`src/rtl/spi_flash_cmd_seq.sv`:
```
// SPI flash command sequencer: turns one host request into a full flash
// transaction on top of the bit-level shifter (WREN insertion, CS framing,
// WIP status polling, one response per command).
module spi_flash_cmd_seq #(
  parameter int unsigned POLL_MAX = 4096,
  parameter int unsigned CS_GAP   = 4
) (
  input  logic         clk,
  input  logic         rst,
  input  logic         cmd_valid,
  output logic         cmd_ready,
  input  logic [2:0]   cmd_op,
  input  logic [23:0]  cmd_addr,
  input  logic [31:0]  cmd_wdata,
  output logic         rsp_valid,
  output logic [31:0]  rsp_data,
  output logic         rsp_err,
  output logic         flash_cs_n,
  output logic         sh_start,
  output logic [7:0]   sh_len,
  output logic [127:0] sh_data,
  input  logic [127:0] sh_rdata,
  input  logic         sh_busy
);

  localparam int unsigned PW = $clog2(POLL_MAX + 1);
  localparam int unsigned GW = $clog2(CS_GAP + 1);

  typedef enum logic [2:0] {
    S_IDLE, S_LOAD, S_START, S_WAIT_BUSY, S_WAIT_DONE, S_GAP, S_CHECK, S_RESP
  } state_t;

  typedef enum logic [1:0] {
    F_WREN, F_OP, F_RDSR
  } frame_t;

  typedef enum logic [2:0] {
    OP_READ_ID     = 3'd0,
    OP_READ        = 3'd1,
    OP_PROGRAM     = 3'd2,
    OP_ERASE       = 3'd3,
    OP_READ_STATUS = 3'd4
  } op_t;

  state_t         state;
  frame_t         frame_q;
  op_t            op_q;
  logic [23:0]    addr_q;
  logic [31:0]    wdata_q;
  logic [PW-1:0]  poll_cnt;
  logic [GW-1:0]  gap_cnt;
  logic [7:0]     status_q;
  logic [31:0]    res_q;
  logic           err_q;

  // Only the low word of the receive register carries any response field.
  logic unused_rdata;
  assign unused_rdata = ^sh_rdata[127:32];

  function automatic logic [7:0] frame_len(input frame_t f, input op_t op);
    logic [7:0] l;
    l = 8'd0;
    case (f)
      F_WREN: l = 8'd8;
      F_RDSR: l = 8'd16;
      default: begin
        case (op)
          OP_READ_ID: l = 8'd32;
          OP_READ:    l = 8'd64;
          OP_PROGRAM: l = 8'd64;
          OP_ERASE:   l = 8'd32;
          default:    l = 8'd16;
        endcase
      end
    endcase
    return l;
  endfunction

  function automatic logic [127:0] frame_data(input frame_t f, input op_t op,
                                               input logic [23:0] a,
                                               input logic [31:0] w);
    logic [127:0] d;
    d = '0;
    case (f)
      F_WREN: d = {120'h0, 8'h06};
      F_RDSR: d = {112'h0, 8'h05, 8'h00};
      default: begin
        case (op)
          OP_READ_ID: d = {96'h0, 8'h9F, 24'h0};
          OP_READ:    d = {64'h0, 8'h03, a, 32'h0};
          OP_PROGRAM: d = {64'h0, 8'h02, a, w};
          OP_ERASE:   d = {96'h0, 8'h20, a};
          default:    d = {112'h0, 8'h05, 8'h00};
        endcase
      end
    endcase
    return d;
  endfunction

  // Transaction FSM; every output is a register updated here.
  // Outputs lag their state by one cycle: LOAD drives the frame and CS low
  // (visible in START, giving one cycle of CS setup), START raises sh_start
  // (visible in the first WAIT_BUSY cycle), RESP raises rsp_valid.
  always_ff @(posedge clk or posedge rst) begin
    if (rst) begin
      state      <= S_IDLE;
      frame_q    <= F_WREN;
      op_q       <= OP_READ_ID;
      addr_q     <= '0;
      wdata_q    <= '0;
      poll_cnt   <= '0;
      gap_cnt    <= '0;
      status_q   <= '0;
      res_q      <= '0;
      err_q      <= 1'b0;
      cmd_ready  <= 1'b0;
      rsp_valid  <= 1'b0;
      rsp_data   <= '0;
      rsp_err    <= 1'b0;
      flash_cs_n <= 1'b1;
      sh_start   <= 1'b0;
      sh_len     <= '0;
      sh_data    <= '0;
    end else begin
      case (state)
        S_IDLE: begin
          rsp_valid <= 1'b0;
          if (!cmd_ready) begin
            cmd_ready <= 1'b1;
          end else if (cmd_valid) begin
            cmd_ready <= 1'b0;
            op_q      <= op_t'(cmd_op);
            addr_q    <= cmd_addr;
            wdata_q   <= cmd_wdata;
            poll_cnt  <= '0;
            res_q     <= '0;
            err_q     <= 1'b0;
            if (cmd_op > 3'd4) begin
              err_q <= 1'b1;
              state <= S_RESP;
            end else begin
              if (cmd_op == 3'd2 || cmd_op == 3'd3)
                frame_q <= F_WREN;
              else if (cmd_op == 3'd4)
                frame_q <= F_RDSR;
              else
                frame_q <= F_OP;
              state <= S_LOAD;
            end
          end
        end

        S_LOAD: begin
          sh_len     <= frame_len(frame_q, op_q);
          sh_data    <= frame_data(frame_q, op_q, addr_q, wdata_q);
          flash_cs_n <= 1'b0;
          state      <= S_START;
        end

        S_START: begin
          sh_start <= 1'b1;
          state    <= S_WAIT_BUSY;
        end

        S_WAIT_BUSY: begin
          sh_start <= 1'b0;
          if (sh_busy)
            state <= S_WAIT_DONE;
        end

        S_WAIT_DONE: begin
          if (!sh_busy) begin
            flash_cs_n <= 1'b1;
            gap_cnt    <= '0;
            state      <= S_GAP;
            if (frame_q == F_RDSR) begin
              status_q <= sh_rdata[7:0];
              if (poll_cnt != PW'(POLL_MAX))
                poll_cnt <= poll_cnt + 1'b1;
            end else if (frame_q == F_OP) begin
              if (op_q == OP_READ_ID)
                res_q <= {8'h00, sh_rdata[23:0]};
              else if (op_q == OP_READ)
                res_q <= sh_rdata[31:0];
            end
          end
        end

        S_GAP: begin
          if (gap_cnt == GW'(CS_GAP - 1))
            state <= S_CHECK;
          else
            gap_cnt <= gap_cnt + 1'b1;
        end

        S_CHECK: begin
          if (op_q == OP_PROGRAM || op_q == OP_ERASE) begin
            case (frame_q)
              F_WREN: begin
                frame_q <= F_OP;
                state   <= S_LOAD;
              end
              F_OP: begin
                frame_q <= F_RDSR;
                state   <= S_LOAD;
              end
              default: begin
                if (!status_q[0]) begin
                  res_q <= {24'h0, status_q};
                  state <= S_RESP;
                end else if (poll_cnt >= PW'(POLL_MAX)) begin
                  res_q <= {24'h0, status_q};
                  err_q <= 1'b1;
                  state <= S_RESP;
                end else begin
                  state <= S_LOAD;
                end
              end
            endcase
          end else if (op_q == OP_READ_STATUS) begin
            res_q <= {24'h0, status_q};
            state <= S_RESP;
          end else begin
            state <= S_RESP;
          end
        end

        S_RESP: begin
          rsp_valid <= 1'b1;
          rsp_data  <= res_q;
          rsp_err   <= err_q;
          state     <= S_IDLE;
        end

        default: state <= S_IDLE;
      endcase
    end
  end

endmodule

```
`config.mk`:
```
export PLATFORM = sky130hd
export DESIGN_NAME = spi_flash_cmd_seq
export DESIGN_NICKNAME = d
export VERILOG_FILES = /design/src/rtl/spi_flash_cmd_seq.sv
export SDC_FILE = /design/constraint.sdc
export NUM_CORES = 1
export LEC_CHECK = 0
export CAP_MARGIN = 30
export CORE_MARGIN = 2
export CORE_UTILIZATION = 38
export DETAILED_ROUTE_END_ITERATION = 8
export GPL_ROUTABILITY_DRIVEN = 0
export PLACE_DENSITY = 0.74
export SLEW_MARGIN = 20
export SYNTH_ARGS = -nofsm -noshare
export SYNTH_HDL_FRONTEND = slang
export SYNTH_SLANG_ARGS = --single-unit
```
`constraint.sdc`:
```
create_clock -name clk -period 6.8 [get_ports clk]
set_clock_uncertainty 0.05 [all_clocks]
set_input_delay 0.68 -clock clk [delete_from_list [all_inputs] [get_ports clk]]
set_output_delay 0.68 -clock clk [all_outputs]
set_load 0.01 [all_outputs]
```
# Word-level counts from Yosys, hierarchy flattened
# Index checks and enable logic that the tools add are counted.
# classes
multipliers	0
shifts	0
n_addsub	2
n_bitwise	1
eq_ne	38
reduce_logical	24
order_cmp	2
muxes	59
n_div	0
# op_table
operator	count
$mux 32	12
$pmux 58 s4	1
$pmux 58 s2	1
$pmux 32 s3	1
$mux 13	5
$mux 3	12
$ne 2x2->1 const B	15
$pmux 7 s2	2
$pmux 13 s2	1
$pmux 3 s8	1
$eq 3x2->1 const B	7
$eq 3x3->1 const B	6
$add 13x1->13 const B	1
$ge 13x13->1 const B	1
$ne 13x13->1 const B	1
$mux 2	6
$reduce_and 6->1	2
$reduce_bool 2->1	6
$mux 1	10
$reduce_and 10->1	1
$ne 3x3->1 const B	3
$reduce_and 3->1	3
$pmux 1 s2	4
$pmux 2 s2	2
other kinds (17)	22
# totals
in_bits	191
out_inout_bits	173
ff_bits	294
memories	0
ram_bits	0
latch_bits	0
romBits	0
word_cells	144

# Depth between registers and ports, before layout
# logic_depth
word_depth	7
depth_mapped	8
mapped_depth_nobuf	6

# Least setup slack after synthesis
# OpenSTA, ideal clock, no wires.
# synth_path
kind	flip-flop to flip-flop
start	reg state[0]
end	reg poll_cnt[7]
required_ns	6.647
period_less_slack_ns	2.055
stages_incl_launch_ff	8
slack_ns	4.745
path_buffers	3
t_arrival_ns	1.901
setup_ns	0.103
cell_sequence	dfrtp_1 > buf_6 > or3_4 > and4_4 > buf_6 > or3_1 > buf_6 > o41ai_2
# synth_via
elab_chain_cells	3
word_cells_on_any_way	10
classes_between	eq/ne: 6; mux: 1; reduce/logical: 3
# synth_rtl
item	line_no	text
from (decl)	45	state_t state;
from (signal assigned)	106	state <= S_IDLE;
from (signal assigned)	140	state <= S_RESP;
from (signal assigned)	148	state <= S_LOAD;
$eq 3x3->1 / $logic_not 3->1 (equally long branches)	125	case (state)
$ne 2x2->1 (no line) / $reduce_bool 2->1 (equally long branches)	-	
$reduce_and 6->1 (no line)	-	
to (signal assigned)	179	poll_cnt <= poll_cnt + 1'b1;
to (decl)	50	logic [PW-1:0] poll_cnt;
# Several ways; a longest one is shown, not always the timed one.
# A chain may end at the register's enable or synchronous reset.

# Worst setup path in the final report
# layout_path
start	reg state[0]
end	reg sh_data[54]
# layout_via
elab_chain_cells	1
# layout_rtl
item	line_no	text
$eq 3x1->1	125	
to (signal assigned)	155	sh_data <= frame_data(frame_q, op_q, addr_q, wdata_q);
to (decl)	21	output logic [127:0] sh_data,
# Every way passes these cells.

==> results_tabular.tex <==
\begin{tabular}{lr}
\hline
Metric & Value \\
\hline
\multicolumn{2}{l}{\textbf{Logic synthesis}} \\
Syn Inst Count & around 860 \\
Number of distinct library cells after synthesis & between 50 and 60 \\
Cell type with the largest total area after synthesis & dfrtp\_1 \\
Count of warnings emitted by yosys & 0 \\
Mean area per synthesized cell & 11.4 um2 \\
Cell with the most instances after synthesis & dfrtp\_1 \\
Post-Syn Area & a little under 10000 um2 \\
Most used flip-flop cell after synthesis & dfrtp\_1 \\
Leading cell types by total area after synthesis & dfrtp\_1 (55\%), mux2\_2 (10\%), buf\_4 (5.8\%), mux2i\_1 (4.7\%), o21ai\_0 (3.8\%) \\
Share of the yosys chip area belonging to registers & 0.558 \\
Number of enable-type register cells in the synthesized netlist & 0 \\
Fraction of registers with async set or reset after synthesis & 1.00 \\
Number of register bits inferred by synthesis & 220 \\
Ranking of synthesized cells by instance count & dfrtp\_1 (219), nand2\_1 (98), mux2\_2 (89) \\
Proportion of netlist area held by the largest area contributor & 0.555 \\
\multicolumn{2}{l}{\textbf{Global routing}} \\
Overall routing resource usage & 0.168 \\
Largest net degree at the start of global routing & $\sim$110 \\
Initial antenna violation count & 1 \\
Aggregate global routing overflow & 0 \\
Via count of the first global-routing pass & 6857 \\
Global-route wire length before repair & 36.7 mm \\
\multicolumn{2}{l}{\textbf{Drt}} \\
Via count & 6859 \\
Post-detailed-route count of antenna-violating nets & 0 \\
Vias per Instance & slightly below 5 \\
Final wirelength & around 23 mm \\
First DRT Iteration DRCs & about 440 \\
First-pass detailed-route iteration total & 4 \\
Count of unresolved DRC violations after routing & 0 \\
WL/cell & 16.7 um \\
\multicolumn{2}{l}{\textbf{Floorplan}} \\
Die outline area & between 20000 and 30000 um2 \\
Die width & about 170 um \\
Initial core utilization & 0.383 \\
CORE AREA & about 26000 um2 \\
Vert. Die Dim & 165 um \\
Placement Rows & 59 \\
Ports & roughly 360 \\
\multicolumn{2}{l}{\textbf{Min path}} \\
Hold Path Stages & 1 \\
Type of the worst min-delay path & register to register \\
\multicolumn{2}{l}{\textbf{Power and ir drop}} \\
Power per unit of standard cell area & about 420 nW/um2 \\
Comb power frac & 0.344 \\
Share of total power in the clock network & 0.238 \\
Sw Pwr & 1.78 mW \\
Internal power component & around 3.5 mW \\
Leakage & around 5.5 nW \\
Peak VDD IR & 0.249 mV \\
Sequential share of power & 0.418 \\
Net Sw Frac & 0.337 \\
\multicolumn{2}{l}{\textbf{Placed design}} \\
Post-place setup slack & 3.42 ns \\
Port buffer count & roughly 190 \\
HPWL after detailed placement & 15.1 mm \\
\multicolumn{2}{l}{\textbf{Setup path}} \\
Max stage delay cell, worst path & dfrtp\_1 \\
Classification of the worst setup path & register to register \\
Startpoint of the lowest-slack register-to-register path & state[0] \\
CP cell instances & or3b\_2 -> buf\_4 -> or2\_1 -> nor2\_4 -> a22o\_1 \\
Critical path required time & 7.21 ns \\
Reg-to-reg setup timing slack & 3.68 ns \\
Critical register-to-register path endpoint & sh\_data[54] \\
Critical path endpoint category & register \\
Critical Path Max Stage Delay & roughly 0.7 ns \\
Worst setup path end & sh\_data[54] \\
Critical path startpoint category & register \\
Maximum fanout encountered on the critical timing path & 72 \\
Worst setup startpoint & state[0] \\
Arrival time of the worst setup path & approximately 3.5 ns \\
Cell depth of the worst flop-to-flop path & 5 \\
\multicolumn{2}{l}{\textbf{Clock network}} \\
Clock-pin slew on the worst setup and hold paths & $\sim$0.060 ns \\
Total CTS buffers & 25 \\
H-tree lvl count & 1 \\
Number of clock sinks & 220 \\
Clk\_lat worst skew & between 0.5 and 0.6 ns \\
\# resized after CTS & 0 \\
Deepest clock path buffer count & 3 \\
Hold-fix buffers at CTS & 0 \\
Number of buffers inserted by post-CTS setup repair & 0 \\
TritonCTS clock tree & built \\
Buffer type at the clock tree root & clkbuf\_16 \\
\multicolumn{2}{l}{\textbf{Layout}} \\
Final-stage net count & approximately 1.2k \\
Signed area change from the synthesized netlist to the final layout & 27.3\% \\
Number of antenna cells inserted & 0 \\
Multi-input combinational cell area & about 3700 um2 \\
Proportion of layout cells with a drive suffix above 1 & 0.142 \\
Area taken by flip-flops and latches & $\sim$5500 um2 \\
Number of filler instances in the final layout & 2354 \\
\multicolumn{2}{l}{\textbf{Timing}} \\
Clock period minus worst slack & 3.12 ns \\
Slew HR & 0.349 \\
Total Negative Setup Slacks & 0 ns \\
\# setup viols final & 0 \\
Final critical-path setup slack & about 3.7 ns \\
Share of the clock period used by the worst path & 0.459 \\
Least-Margin Pin Slew & 0.976 ns \\
Endpoints failing hold & 0 \\
Max-slew violations & 0 \\
Max frequency & between 0.3 and 0.4 GHz \\
Setup repair after global routing missed its margin & false \\
Worst hold slack & $\sim$0.42 ns \\
\multicolumn{2}{l}{\textbf{Job}} \\
Max-Cap Viols & 0 \\
\multicolumn{2}{l}{\textbf{Run status}} \\
Status & completed \\
\hline
\end{tabular}
## cell type report
| type | instances | share of cell area |
|---|---|---|
| sequential | 220 | 0.438 |
| multi-input combinational | 551 | 0.296 |
| timing repair buffer | 203 | 0.161 |
| clock buffer | 39 | 0.0571 |
| tap | 335 | 0.0333 |
| inverter | 36 | 0.0113 |
| clock inverter | 3 | 0.00259 |
## kinds of logic after synthesis
kind of cell	synth area share
adders and majority gates	0.00507
xor gates and xnor gates	0.000887
and+or+nand+nor	0.0796
other	0.000380
buffers and inverters	0.0960
muxes	0.148
AOI/OAI and AO/OA	0.112
DFF	0.558
## per-layer routing
layer  up-vias  track usage  routed length [um]
met1      3386        0.207                9510
met2       250        0.273               10700
met3        35       0.0752                2610
met5         -            0                  13
met4         2       0.0399                 381
li1       3186            -                   -
## how the worst min path moves through the flow
stage | startpoint | end | slack (ns)
after floorplan | poll_cnt[10] | poll_cnt[10] | 0.42
after global placement | sh_data[56] | sh_data[56] | 0.41
after detailed placement | sh_len[6] | sh_len[6] | 0.42
after CTS | sh_len[6] | sh_len[6] | 0.43
after global routing | sh_len[6] | sh_len[6] | 0.46
final | sh_len[6] | sh_len[6] | 0.42
## power groups by stage
| stage | combinational (mW) | sequential (mW) | clock, mW |
|---|---|---|---|
| after global placement | 1.78 | 2.20 | 0 |
| after CTS | 1.84 | 2.21 | 1.29 |
| after detailed placement | 1.83 | 2.22 | 0 |
| after global routing | 2.00 | 2.28 | 1.35 |
| final | 1.81 | 2.21 | 1.26 |
| after floorplan | 1.14 | 2.15 | 0 |
## cells in the final DEF, fill, tap and decap left out, drive strengths merged, types with 10 or more instances in the layout
cell type      synthesis  layout
dfrtp                219     219
clkdlybuf4s50          0     193
nand2                 98      98
mux2                  89      89
o21ai                 75      75
conb                   1      74
mux2i                 46      46
clkbuf                29      39
inv                   36      37
a22o                  34      34
a21oi                 17      17
nor2                  14      14
o31ai                 12      12
nand3                 11      11
buf                  100      10
## sequential cells by signal, indices dropped and copies added (netlist names)
signal      count
sh_data        58
addr_q         24
flash_cs_n      1
cmd_ready       1
status_q        8
op_q            3
frame_q         2
state           3
sh_start        1
rsp_data       32
wdata_q        32
res_q          32
rsp_err         1
gap_cnt         3
sh_len          4
poll_cnt       13
rsp_valid       1
err_q           1
## stage by stage
stage	area, um2	utilization	power [mW]	std cells
floorplan	10100	-	3.29	936
finish	12600	0.488	5.27	1387
detailed placement	11800	0.458	4.05	1344
global route	12600	0.488	5.63	1387
CTS	12500	0.487	5.33	1386
global placement	11800	0.457	3.98	1343
## critical path, delay by kind of cell, from the launching register on
family          cells  cell delay, ns
flops               1            0.70
compound gates      1            0.24
buf+inv             1            0.37
simple gates        3            1.66
(Power assumes the default switching activity.)
